$ cat config.mk
export PLATFORM = sky130hd
export DESIGN_NAME = ibex_bus_arb
export DESIGN_NICKNAME = d
export VERILOG_FILES = /design/src/rtl/ibex_bus_arb_pkg.sv /design/src/rtl/ibex_bus_arb_fifo.sv /design/src/rtl/ibex_bus_arb.sv
export SDC_FILE = /design/constraint.sdc
export NUM_CORES = 1
export LEC_CHECK = 0
export BUFFER_PORTS_ARGS = -buffer_cell sky130_fd_sc_hd__buf_4
export CAP_MARGIN = 20
export CORE_AREA = 2 2 123 125
export DETAILED_ROUTE_END_ITERATION = 10
export DIE_AREA = 0 0 125 127
export GPL_TIMING_DRIVEN = 0
export SYNTH_ARGS = -nofsm -noshare
export SYNTH_HDL_FRONTEND = slang
export SYNTH_HIERARCHICAL = 1
export SYNTH_SLANG_ARGS = --single-unit
$ cat constraint.sdc
create_clock -name clk_i -period 2.4 [get_ports clk_i]
set_input_delay 0.12 -clock clk_i [delete_from_list [all_inputs] [get_ports clk_i]]
set_output_delay 0.12 -clock clk_i [all_outputs]
set_load 0.03 [all_outputs]
$ cat src/rtl/ibex_bus_arb_pkg.sv
// Shared types and constants for the Ibex fetch/data bus arbiter.
package ibex_bus_arb_pkg;

  typedef enum logic {
    ArbSrcInstr = 1'b0,
    ArbSrcData  = 1'b1
  } arb_src_e;

  // Fetches are always full-word reads.
  localparam logic [3:0]  FetchBe        = 4'hF;
  localparam logic [31:0] FetchWdata     = 32'h0;
  localparam logic [6:0]  FetchWdataIntg = 7'h0;

endpackage

$ cat src/rtl/ibex_bus_arb_fifo.sv
// In-order record of the source of each granted, not-yet-answered transaction.
module ibex_bus_arb_fifo
  import ibex_bus_arb_pkg::*;
#(
  parameter int unsigned Depth = 2,
  localparam int unsigned CntW = $clog2(Depth + 1),
  localparam int unsigned PtrW = (Depth > 1) ? $clog2(Depth) : 1
) (
  input  logic            clk_i,
  input  logic            rst_i,
  input  logic            push_i,
  input  arb_src_e        data_i,
  input  logic            pop_i,
  output logic            full_o,
  output logic            empty_o,
  output arb_src_e        head_o,
  output logic [CntW-1:0] count_o
);

  arb_src_e        mem_q [Depth];
  logic [PtrW-1:0] wr_ptr_q, wr_ptr_d;
  logic [PtrW-1:0] rd_ptr_q, rd_ptr_d;
  logic [CntW-1:0] count_q, count_d;

  always_comb begin
    wr_ptr_d = wr_ptr_q;
    rd_ptr_d = rd_ptr_q;
    count_d  = count_q;
    if (push_i) begin
      wr_ptr_d = (wr_ptr_q == PtrW'(Depth - 1)) ? '0 : wr_ptr_q + 1'b1;
    end
    if (pop_i) begin
      rd_ptr_d = (rd_ptr_q == PtrW'(Depth - 1)) ? '0 : rd_ptr_q + 1'b1;
    end
    if (push_i && !pop_i) begin
      count_d = count_q + 1'b1;
    end else if (!push_i && pop_i) begin
      count_d = count_q - 1'b1;
    end
  end

  always_ff @(posedge clk_i) begin
    if (rst_i) begin
      wr_ptr_q <= '0;
      rd_ptr_q <= '0;
      count_q  <= '0;
    end else begin
      wr_ptr_q <= wr_ptr_d;
      rd_ptr_q <= rd_ptr_d;
      count_q  <= count_d;
    end
  end

  always_ff @(posedge clk_i) begin
    if (push_i) begin
      mem_q[wr_ptr_q] <= data_i;
    end
  end

  assign full_o  = (count_q == CntW'(Depth));
  assign empty_o = (count_q == '0);
  assign head_o  = mem_q[rd_ptr_q];
  assign count_o = count_q;

endmodule

$ cat src/rtl/ibex_bus_arb.sv
// Shares one req/gnt/rvalid host port between Ibex fetch and data interfaces,
// routing in-order responses back by the recorded source of each grant.
module ibex_bus_arb
  import ibex_bus_arb_pkg::*;
#(
  parameter int unsigned MaxOutstanding = 2,
  parameter int unsigned StarveLimit    = 4
) (
  input  logic        clk_i,
  input  logic        rst_i,
  input  logic        instr_req_i,
  input  logic [31:0] instr_addr_i,
  output logic        instr_gnt_o,
  output logic        instr_rvalid_o,
  output logic [31:0] instr_rdata_o,
  output logic [6:0]  instr_rdata_intg_o,
  output logic        instr_err_o,
  input  logic        data_req_i,
  input  logic        data_we_i,
  input  logic [3:0]  data_be_i,
  input  logic [31:0] data_addr_i,
  input  logic [31:0] data_wdata_i,
  input  logic [6:0]  data_wdata_intg_i,
  output logic        data_gnt_o,
  output logic        data_rvalid_o,
  output logic [31:0] data_rdata_o,
  output logic [6:0]  data_rdata_intg_o,
  output logic        data_err_o,
  output logic        host_req_o,
  input  logic        host_gnt_i,
  output logic        host_we_o,
  output logic [3:0]  host_be_o,
  output logic [31:0] host_addr_o,
  output logic [31:0] host_wdata_o,
  output logic [6:0]  host_wdata_intg_o,
  output logic        host_instr_type_o,
  input  logic        host_rvalid_i,
  input  logic [31:0] host_rdata_i,
  input  logic [6:0]  host_rdata_intg_i,
  input  logic        host_err_i,
  output logic        unexp_rsp_o
);

  localparam int unsigned CntW = $clog2(MaxOutstanding + 1);
  localparam logic [3:0]  StarveMax = 4'(StarveLimit);

  arb_src_e        sel;
  logic            sel_req;
  logic            lock_q, lock_d;
  arb_src_e        lock_src_q, lock_src_d;
  logic [3:0]      starve_q, starve_d;
  logic            unexp_q, unexp_d;
  logic            push, pop, full, empty;
  arb_src_e        head;
  logic [CntW-1:0] count;

  always_comb begin
    sel = ArbSrcInstr;
    if (lock_q) begin
      sel = lock_src_q;
    end else if (data_req_i && !(instr_req_i && starve_q == StarveMax)) begin
      sel = ArbSrcData;
    end
    sel_req    = (sel == ArbSrcData) ? data_req_i : instr_req_i;
    host_req_o = sel_req && !full && !rst_i;

    // Fields are zeroed when nothing is requested so idle outputs read as 0.
    host_we_o         = 1'b0;
    host_be_o         = 4'h0;
    host_addr_o       = 32'h0;
    host_wdata_o      = 32'h0;
    host_wdata_intg_o = 7'h0;
    host_instr_type_o = 1'b0;
    if (host_req_o) begin
      if (sel == ArbSrcData) begin
        host_we_o         = data_we_i;
        host_be_o         = data_be_i;
        host_addr_o       = data_addr_i;
        host_wdata_o      = data_wdata_i;
        host_wdata_intg_o = data_wdata_intg_i;
      end else begin
        host_be_o         = FetchBe;
        host_addr_o       = instr_addr_i;
        host_wdata_o      = FetchWdata;
        host_wdata_intg_o = FetchWdataIntg;
        host_instr_type_o = 1'b1;
      end
    end

    instr_gnt_o = host_req_o && host_gnt_i && (sel == ArbSrcInstr);
    data_gnt_o  = host_req_o && host_gnt_i && (sel == ArbSrcData);

    lock_d     = lock_q;
    lock_src_d = lock_src_q;
    if (host_req_o && !host_gnt_i) begin
      lock_d     = 1'b1;
      lock_src_d = sel;
    end else if (host_gnt_i) begin
      lock_d = 1'b0;
    end

    starve_d = starve_q;
    if (!instr_req_i || instr_gnt_o) begin
      starve_d = 4'h0;
    end else if (data_gnt_o && starve_q != StarveMax) begin
      starve_d = starve_q + 4'h1;
    end

    unexp_d = unexp_q || (host_rvalid_i && empty);
  end

  assign push = host_req_o && host_gnt_i;
  assign pop  = host_rvalid_i && !empty;

  ibex_bus_arb_fifo #(
    .Depth(MaxOutstanding)
  ) u_fifo (
    .clk_i  (clk_i),
    .rst_i  (rst_i),
    .push_i (push),
    .data_i (sel),
    .pop_i  (pop),
    .full_o (full),
    .empty_o(empty),
    .head_o (head),
    .count_o(count)
  );

  always_ff @(posedge clk_i) begin
    if (rst_i) begin
      lock_q     <= 1'b0;
      lock_src_q <= ArbSrcInstr;
      starve_q   <= 4'h0;
      unexp_q    <= 1'b0;
    end else begin
      lock_q     <= lock_d;
      lock_src_q <= lock_src_d;
      starve_q   <= starve_d;
      unexp_q    <= unexp_d;
    end
  end

  assign instr_rvalid_o     = pop && !rst_i && (head == ArbSrcInstr);
  assign data_rvalid_o      = pop && !rst_i && (head == ArbSrcData);
  assign instr_rdata_o      = host_rdata_i;
  assign instr_rdata_intg_o = host_rdata_intg_i;
  assign instr_err_o        = host_err_i;
  assign data_rdata_o       = host_rdata_i;
  assign data_rdata_intg_o  = host_rdata_intg_i;
  assign data_err_o         = host_err_i;
  assign unexp_rsp_o        = unexp_q;

endmodule

==> metrics <==
status=finished clean; CP cell instances=and2b_2, nor2_1, o2111ai_2, inv_2, ha_1, or3_1, a21oi_1; GPL Wtd Cong=0.783; clk_skew=0.00319 ns; Max Fclk=0.443 GHz; Place WS=0.177 ns; largest cells by area after synthesis=buf_4, and2_1, dfxtp_1, nand2_1, a21oi_1; post-DP HPWL=8760 um; number of synthesized flops with an enable pin=2; total global routing overflow=0; worst r2r path cells=7; WL final=9860 um; Design Power=0.00211 W; # rows=44; Die W=125 um; H-tree Lvls=1; Initial Util=14.6%; IO Port Bufs=approximately 280; Unique masters post-synth=37; CP endpoint kind=register; Final Hold Violating Endpoints=0; reg2reg end=u_fifo/count_o[1]; vias in the first global route=2755; r2r setup slk=0.14 ns; CTS tree=built; First-pass DRT Iterations=4; period utilization=94.1%; Crit Path Max Fanout=8; syn nets=480; Synth async-reset ratio=0%; PwrDens=468 nW/um^2; leakage=2.45 nW; fraction of the mapped netlist area in compound gates=between 10 and 15%; Ports=317; XOR/XNOR Fraction of Synth Area=1.66%; fraction of layout cells with a size suffix above 1=a little under two thirds; fin nets=761; largest family of logic cells by synthesized area=simple AND/OR/NAND/NOR gates; Synth Flop Type=dfxtp_1; DRC viols=0; Min Hold Slack=about 0.076 ns; # fillers=1607; top cell type's share of synthesized area=28.5%; post-synth top area cell=buf_4; Worst-path clk slew=0.05 ns; Post-synth top cells=buf_4, nand2_1, and2_1; VDD IR max=approximately 0.00018 V; Routed WL per cell=12.5 um; setup repair bufs after CTS=0; first-pass GRT wire length=14100 um; Clk Latency, worst-skew pair=0.24 ns; Die Area=~16000 um^2; critical path class=reg -> reg; mux share of post-synthesis cell area=1.24%; Worst Hold End=lock_q; Routed Antenna Nets=0; Num CTS Buffers=3; Max-slew headroom=about two thirds; top-count cell post-synth=buf_4; DIE HEIGHT=127 um; FF+latch count, synth=14; vias=roughly 3000; syn_area_per_cell=between 6 and 7 um^2; Clock Sinks=14; Synth Area in Simple Gates=33.6%; Worst-Margin Slew=0.480 ns; worst hold path stage count=2; Post-Synth Adder-Cell Area=1.78%; Synth Warn #=6; CP peak stage delay=0.39 ns; Startpoint Class=register; sequential cell area=around 300 um^2; initial antenna violation count=0; clk root buf=clkbuf_16; DR vias/cell=3.76; core area=14400 um^2; DRT iter0 DRCs=slightly above 80; GRT Overall Usage=11.2%; CTS Buffer Depth=2; Final Critical Period=2.26 ns; Max Cap Violations=0; cell count after synthesis=approximately 320; PnR worst setup slack=approximately 0.14 ns; TNS Setup=0 ns; P&R area growth vs syn=113%; sequential area share after synthesis=14.2%; pin count of the biggest net entering global routing=13; Hold WC Path Type=in -> reg; Synth Cell Area=approximately 2100 um^2; Slew Viols, Final=0; Multi-input gate area=1110 um^2; CP Data Required Time=2.58 ns; hold path startpoint=host_gnt_i; crit path DAT=roughly 2.4 ns; Layout Utilization=between 30 and 40%; highest-delay cell along the critical path=dfxtp_1; Antenna diodes=0; Final Setup Violations=0; r2r startpoint=u_fifo/count_o[0]
## where the power goes
group	internal (W)	switching (W)	leakage, nW
Sequential	0.000278	0.0000264	0.116
Combinational	0.000630	0.000860	2.29
Clock	0.000220	0.0000947	0.0385
Total	0.00113	0.000981	2.45
## logic make-up (layout without fill, tap and decap cells)
group | after synthesis | in the layout
xor+xnor | 4 | 4
fa+ha+maj | 3 | 3
flops | 14 | 14
mux | 2 | 2
compound gates | 50 | 50
simple gates | 145 | 145
buf+inv | 105 | 385
## state kept, by name (all words and copies together), names as in the netlist, named ones only
signal	flops
lock_q	1
lock_src_q	1
starve_q	4
u_fifo/count_o	2
u_fifo/mem_q	2
u_fifo/rd_ptr_q	1
u_fifo/wr_ptr_q	1
unexp_rsp_o	1
## area by class of cell
class,instances,share of cell area [%]
Buffer,96,15.0
Clock buffer,3,1.67
Clock inverter,1,0.0834
Inverter,9,0.750
Multi-Input combinational cell,204,24.7
Sequential cell,14,6.67
Tap cell,184,5.11
Timing Repair Buffer,276,46.0
## repair_timing
item / CTS / global route
resized for setup: 0 / 9
endpoints found under the hold margin: 0 / 0
hold buffers: 0 / 0
setup endpoints to repair: 0 / 60
## worst max-delay path by stage
stage	startpoint	slack, ns	to	cells past startpoint
floorplan	u_fifo/count_o[0]	0.43	u_fifo/count_o[1]	7
global placement	u_fifo/count_o[0]	0.20	u_fifo/count_o[1]	7
detailed placement	u_fifo/count_o[0]	0.18	u_fifo/count_o[1]	7
CTS	starve_q[0]	0.01	host_we_o	8
global route	starve_q[1]	-0.003	host_wdata_o[12]	8
finish	u_fifo/count_o[0]	0.14	u_fifo/count_o[1]	7
## cell usage in the layout, fill, tap and decap left out, types with 2 or more instances in the layout
| cell type | synthesis | layout |
|---|---|---|
| buf_2 | 8 | 8 |
| nor3_1 | 2 | 2 |
| clkbuf_2 | 0 | 4 |
| inv_1 | 7 | 7 |
| a21oi_1 | 39 | 39 |
| o21ai_0 | 2 | 2 |
| nor2b_1 | 3 | 3 |
| nand2_1 | 64 | 64 |
| and2_1 | 41 | 41 |
| nand4b_1 | 2 | 2 |
| xor2_1 | 2 | 2 |
| edfxtp_1 | 2 | 2 |
| nand3_1 | 3 | 3 |
| o31ai_1 | 3 | 3 |
| nand4_1 | 2 | 2 |
| and3_1 | 2 | 2 |
| xnor2_1 | 2 | 2 |
| nor2_1 | 19 | 19 |
| ha_1 | 3 | 3 |
| clkbuf_16 | 0 | 3 |
| dfxtp_1 | 12 | 12 |
| clkbuf_1 | 8 | 4 |
| buf_4 | 80 | 356 |
| inv_2 | 2 | 2 |
## worst max-delay path: cells and delay by family (launching register included)
kind            cells  cell delay [ns]
compound gates      2             0.42
fa+ha+maj           1             0.28
buf+inv             1             0.22
flops               1             0.39
simple gates        3             0.86
## per-stage QoR
step | area, um^2 | instances
CTS | 4490 | 787
floorplan | 2110 | 323
detailed placement | 4410 | 783
global placement | 4410 | 783
global route | 4500 | 787
finish | 4500 | 787
## routing by layer
layer | vias up | GRT usage [%] | share of wire (%)
met5 | - | 0 | 0
met4 | 0 | 2.81 | 0.89
met3 | 4 | 3.31 | 12
met2 | 198 | 22.9 | 55
met1 | 1241 | 10.8 | 32
li1 | 1515 | - | -
(Power assumes the default switching activity.)
